File: config.mk
export PLATFORM = sky130hd
export DESIGN_NAME = serial_adder_ctrl
export DESIGN_NICKNAME = d
export VERILOG_FILES = /design/src/rtl/serial_adder_pkg.sv /design/src/rtl/full_adder.sv /design/src/rtl/serial_adder_ctrl.sv
export SDC_FILE = /design/constraint.sdc
export NUM_CORES = 1
export LEC_CHECK = 0
export ABC_AREA = 1
export CORE_MARGIN = 1
export CORE_UTILIZATION = 52
export DETAILED_ROUTE_END_ITERATION = 8
export GPL_ROUTABILITY_DRIVEN = 0
export GPL_TIMING_DRIVEN = 0
export PLACE_DENSITY = 0.78
export SLEW_MARGIN = 10
export SYNTH_ARGS = -nofsm -noshare
export SYNTH_HDL_FRONTEND = slang
export SYNTH_HIERARCHICAL = 1
export SYNTH_SLANG_ARGS = --single-unit
File: constraint.sdc
create_clock -name clk -period 1.35 [get_ports clk]
set_input_delay 0.405 -clock clk [delete_from_list [all_inputs] [get_ports clk]]
set_output_delay 0.405 -clock clk [all_outputs]
set_load 0.02 [all_outputs]
File: src/rtl/serial_adder_pkg.sv
// Shared definitions for the bit-serial adder: FSM state encoding and
// the counter-width helper.
package serial_adder_pkg;

  typedef enum logic [1:0] {
    IDLE  = 2'd0,
    SHIFT = 2'd1,
    DONE  = 2'd2
  } state_t;

  // Bit counter must hold 0..WIDTH.
  function automatic int cnt_width(input int w);
    return $clog2(w + 1);
  endfunction

endpackage

File: src/rtl/full_adder.sv
// One-bit full-adder cell shared by the serial adder datapath.
module full_adder (
  input  logic a,
  input  logic b,
  input  logic ci,
  output logic s,
  output logic co
);

  assign s  = a ^ b ^ ci;
  assign co = (a & b) | (ci & (a ^ b));

endmodule

File: src/rtl/serial_adder_ctrl.sv
// Bit-serial adder controller: one full_adder cell, one bit per clock, LSB first.
// Optional subtract mode enabled by defining SERIAL_ADDER_SUB_EN.
module serial_adder_ctrl
  import serial_adder_pkg::*;
#(
  parameter int WIDTH = 8
) (
  input  logic             clk,
  input  logic             rst_n,
  input  logic             start,
`ifdef SERIAL_ADDER_SUB_EN
  input  logic             sub,
`endif
  input  logic [WIDTH-1:0] a,
  input  logic [WIDTH-1:0] b,
  input  logic             cin,
  output logic             busy,
  output logic             done,
  output logic [WIDTH-1:0] sum,
  output logic             cout
);

  localparam int CW = cnt_width(WIDTH);

  state_t           state, state_nx;
  logic             load, step, last;
  logic [WIDTH-1:0] areg, breg, sreg, sreg_nx;
  logic [WIDTH-1:0] b_in;
  logic             c_in;
  logic             carry;
  logic [CW-1:0]    cnt;
  logic             fa_s, fa_co;

`ifdef SERIAL_ADDER_SUB_EN
  // a - b computed as a + ~b + 1; cout=1 then means no borrow.
  assign b_in = sub ? ~b : b;
  assign c_in = sub ? 1'b1 : cin;
`else
  assign b_in = b;
  assign c_in = cin;
`endif

  full_adder u_fa (
    .a  (areg[0]),
    .b  (breg[0]),
    .ci (carry),
    .s  (fa_s),
    .co (fa_co)
  );

  assign last = (cnt == CW'(WIDTH - 1));

  always_comb begin
    sreg_nx            = sreg >> 1;
    sreg_nx[WIDTH-1]   = fa_s;
  end

  always_ff @(posedge clk or negedge rst_n) begin
    if (!rst_n) state <= IDLE;
    else        state <= state_nx;
  end

  always_comb begin
    state_nx = state;
    load     = 1'b0;
    step     = 1'b0;
    busy     = 1'b0;
    done     = 1'b0;
    case (state)
      IDLE: begin
        if (start) begin
          load     = 1'b1;
          state_nx = SHIFT;
        end
      end
      SHIFT: begin
        busy = 1'b1;
        step = 1'b1;
        if (last) state_nx = DONE;
      end
      DONE: begin
        done = 1'b1;
        if (start) begin
          load     = 1'b1;
          state_nx = SHIFT;
        end else begin
          state_nx = IDLE;
        end
      end
      default: state_nx = IDLE;
    endcase
  end

  // Result registers are written on the last SHIFT edge so they are valid
  // in the DONE cycle and stay put through the following operation.
  always_ff @(posedge clk or negedge rst_n) begin
    if (!rst_n) begin
      areg  <= '0;
      breg  <= '0;
      sreg  <= '0;
      carry <= 1'b0;
      cnt   <= '0;
      sum   <= '0;
      cout  <= 1'b0;
    end else if (load) begin
      areg  <= a;
      breg  <= b_in;
      carry <= c_in;
      cnt   <= '0;
    end else if (step) begin
      areg  <= areg >> 1;
      breg  <= breg >> 1;
      sreg  <= sreg_nx;
      carry <= fa_co;
      cnt   <= cnt + CW'(1);
      if (last) begin
        sum  <= sreg_nx;
        cout <= fa_co;
      end
    end
  end

endmodule

=== Word level (Yosys, flattened, before mapping) ===
Cells that the tools add are included.

* Input port bits: 20
* Flip-flop bits (word level): 40
* Word-level logic and storage cells: 42
* Output and inout bits: 11

* Equal/unequal tests: 5
* Add/subtract/negate cells: 1
* Bitwise gates (word level): 6
* Mux-type cells: 16
* Reduce and logical (&&, ||, !) cells: 6

{| class="wikitable"
|+ Operators by type and width
! cell !! number
|-
| 8-bit 2-to-1 mux || 4
|-
| 4-bit 2-to-1 mux || 2
|-
| 1-bit 2-to-1 mux || 7
|-
| 2-bit one-hot mux with 3 select lines || 1
|-
| 4-bit by 1-bit adder with 4-bit output, second input constant || 1
|-
| 4-bit by 3-bit equality test with 1-bit output, second input constant || 1
|-
| 2-bit 2-to-1 mux || 2
|-
| 2-bit != test, second input constant || 2
|-
| 2-bit AND reduction || 2
|-
| 3-bit AND reduction || 1
|-
| 1-bit bitwise AND || 2
|-
| 2-bit by 1-bit equality test with 1-bit output, second input constant || 1
|-
| 2-bit equality test, second input constant || 1
|-
| 2-bit zero test || 1
|-
| 2-bit nonzero test || 1
|-
| 2-bit OR reduction || 1
|-
| 1-bit XOR || 2
|-
| 1-bit inverter || 1
|-
| 1-bit bitwise OR || 1
|}

=== Depth between registers and ports, before layout ===
* Word-level depth: 5
* Depth in mapped cells: 7
* Mapped depth without buffers: 6

=== Hierarchy ===
Netlist, hierarchy kept.

{| class="wikitable"
|+ Modules (own cells, without submodules)
! module !! cells an instance !! area each (um^2) !! times used
|-
| serial_adder_ctrl || 210 || 1805.5 || 1
|-
| full_adder || 1 || 20.0 || 1
|}

=== Worst setup path before layout ===
Ideal clock, no wire load.

* Kind: reg2out
* Start point: register state[0]
* End point: output port done
* Data required time: 0.945 ns
* Path buffers: 1
* Arrival time: 0.832 ns
* Slack: 0.113 ns
* Stages on the path, launching flop included: 3
* Path through: dfrtp_1 buf_6 nor2_1

* Longest elaborated chain between the ends: 2

{| class="wikitable"
|+ Ends and longest elaborated chain
! what !! line !! RTL
|-
| start: declaration || serial_adder_ctrl.sv:25 || <nowiki>state_t state, state_nx;</nowiki>
|-
| start signal: assignment || serial_adder_ctrl.sv:60 || <nowiki>else state <= state_nx;</nowiki>
|-
| 2-bit equality test || serial_adder_ctrl.sv:69 || <nowiki>case (state)</nowiki>
|-
| 1-bit 2-to-1 mux || serial_adder_ctrl.sv:69 ||
|-
| end: declaration || serial_adder_ctrl.sv:18 || <nowiki>output logic done,</nowiki>
|}

Every way passes these cells.

=== Worst setup path in the final report ===
* Start point: register state[1]
* End point: output port busy

* Longest elaborated chain between the ends: 2

{| class="wikitable"
|+ Ends and longest elaborated chain
! what !! line !! RTL
|-
| 2-bit by 1-bit equality test with 1-bit output || serial_adder_ctrl.sv:69 ||
|-
| 1-bit 2-to-1 mux || serial_adder_ctrl.sv:69 ||
|-
| end: declaration || serial_adder_ctrl.sv:17 || <nowiki>output logic busy,</nowiki>
|}

Every way passes these cells.

==> run metrics <==
outcome complete, but fails checks; failing checks setup timing; io pins 31; Leak Pwr 1.19 nW; Worst Path Arrival 1.08 ns; # nets final 280; synthesized area per cell 8.65 um^2; number of antenna diodes 0; first-pass GRT wire length 5.74 mm; Max-Cap Viols 0; Hold Vio Cnt, Final 0; Post-Syn Instances 211; clk sinks 39; Post-DP HPWL 2.37 mm; Total GRT Usage a little over a fifth; PortBufs 30; top post-synthesis cells by area dfrtp_1 (53%), nand2_1 (15%), o21ai_2 (4.8%), o21ai_0 (4.7%), inv_1 (4.3%); starting density of the core 54.7%; Layout Cells excl Fill 303; initial antenna violation count 0; WL per Instance 11.9 um; Crit Path Class reg2out; CTS buffer count 5; worst hold path type in2async; Synth Flop Type dfrtp_1; asr flop ratio synth 100%; fraction of layout instances using a drive strength above 1 a little over a fifth; Register Area 977 um^2; crit path from state[1]$_DFFE_PN0P_; Worst EP required approximately 0.95 ns; warnings from Yosys 6; Seq/Total Area, Yosys 53.5%; Post-synth EDFFs 0; Die H 61.3 um; vias in the first global route 1,250; drt via density 4.83; Clock transition at path regs approximately 0.10 ns; Fmax a little under 0.7 GHz; Routed Antenna Nets 0; vias 1,463; TritonCTS clock tree built; Clk Latency, worst-skew pair 0.34 ns; DR pass1 iterations 4; share of the synthesized area in the top cell type around 53%; Core Util, Final between 60% and 70%; # fillers roughly 300; Min Clock Period, post-route 1.48 ns; grt total ovfl 0; fin worst setup slack -0.135 ns; row count 21; worst slew pin tran between 0.2 and 0.25 ns; core area 3340 um^2; CP Capture Type output port; Tcrit/Tclk final 110%; Clock Skews 0.00687 ns; Critical Path Start Type register; relative slew slack between 80% and 90%; RSZ-0062 raised after global routing true; Post-route DRC 0; Clock Tree Buf Depth 2; DIE AREA 3750 um^2; Post-Syn Nets around 230; Die X just over 60 um; area leader, netlist dfrtp_1; Post-Route WL 3.59 mm; largest net degree at the start of global routing 32; Cell Area, Synth 1830 um^2; placed inst area between 2000 and 2500 um^2; VDD IR max 0.00102 V; Final Cell Area between 2000 and 2500 um^2; CP max FO 2; H-Tree Depth 2; area delta synth->final 25.8%; Pwr per Cell Area 2160 nW/um^2; Clock Root Buffer clkbuf_4; count of pins over their slew limit 0; Placed Instances 288; initial drt markers slightly below 80; Yosys reg bits 39; Multi-input gate area 726 um^2; r2r startpoint state[0]$_DFFE_PN0P_; Place WS -0.466 ns; setup violators final 2; Yosys cell types 19
-- layout by cell type, fill, tap and decap left out, drive strengths merged --
cell / n
clkbuf: 6
buf: 26
nand2: 80
o21ai: 27
ha: 1
nand3: 11
clkdlybuf4s50: 18
nor2: 22
fa: 1
a21oi: 1
dlygate4sd3: 1
dfrtp: 39
inv: 24
-- final cells by class --
class / count / share of cell area [%]
inverters: 24 / 4.25
flip-flops and latches: 39 / 42.5
plain buffers: 5 / 2.40
clock buffers: 6 / 1.80
repair buffers: 40 / 14.9
well taps: 46 / 2.51
multi-input cells: 143 / 31.6
-- synthesized netlist by cell type, types with 2 or more instances --
cell / n
nand2_4: 2
o21ai_0: 17
nand2_2: 2
buf_6: 3
inv_1: 21
nor2_1: 18
o21ai_2: 10
inv_2: 2
nand3_1: 11
nor2_4: 3
nand2_1: 75
buf_4: 2
dfrtp_1: 39
-- stage by stage --
step | setup TNS [ns] | total power [W] | hold WS [ns]
floorplan | 0 | 0.00364 | 0.109
global placement | -45.50 | 0.00427 | 0.456
detailed placement | -4.72 | 0.00436 | 0.279
CTS | -0.318 | 0.00493 | 0.444
global route | -0.358 | 0.00543 | 0.462
finish | -0.258 | 0.00497 | 0.446
-- final timing paths --
| path | endpoint | slack (ns) | cells past startpoint |
|---|---|---|---|
| worst max-delay path | busy | -0.13 | 2 |
| worst min-delay path | sum[0]$_DFFE_PN0P_ | 0.45 | 2 |
| worst max register to register | cnt[2]$_DFFE_PN0P_ | 0.07 | 7 |
| worst min register to register | sum[3]$_DFFE_PN0P_ | 0.48 | 2 |
| max in group asynchronous | state[1]$_DFFE_PN0P_ | 0.47 | 3 |
| min in group clk | sum[3]$_DFFE_PN0P_ | 0.48 | 2 |
-- report_power, final --
| part | internal (W) | switching (W) |
|---|---|---|
| clock network | 0.000185 | 0.000344 |
| registers | 0.00167 | 0.000271 |
| logic | 0.000978 | 0.00152 |
| total | 0.00284 | 0.00213 |
-- routing by layer --
metal  track usage (%)  part of all wire (%)  vias to the layer above
li1                  -                     -                      743
met1              31.7                    48                      678
met2              31.7                    45                       36
met3              5.04                   5.1                        6
met4              7.79                   1.7                        0
met5                 0                     0                        -
-- critical path, cell delays in order, from the launching register on --
cell     delay [ns]
dfrtp_2        0.45
nor2_4         0.16
buf_6          0.13
-- kinds of logic after synthesis --
| logic type | share of synthesized area, % |
|---|---|
| fa+ha+maj | 1.78 |
| simple gates | 27.0 |
| flops | 53.5 |
| compound gates | 9.73 |
| buf+inv | 8.02 |
-- registers in the layout, indices dropped and copies added (netlist names) --
name,flops
sum,8
breg,8
sreg,7
carry,1
state,2
areg,8
cnt,4
cout,1
-- timing repair --
action	CTS	global route
hold endpoints to repair	8	0
gates cloned	0	1
setup buffers	5	4
resized for setup	52	6
endpoints found under the setup margin	11	13
hold buffers	1	0
pin swaps	2	2
Note: power is estimated with default switching activity, not from simulation.
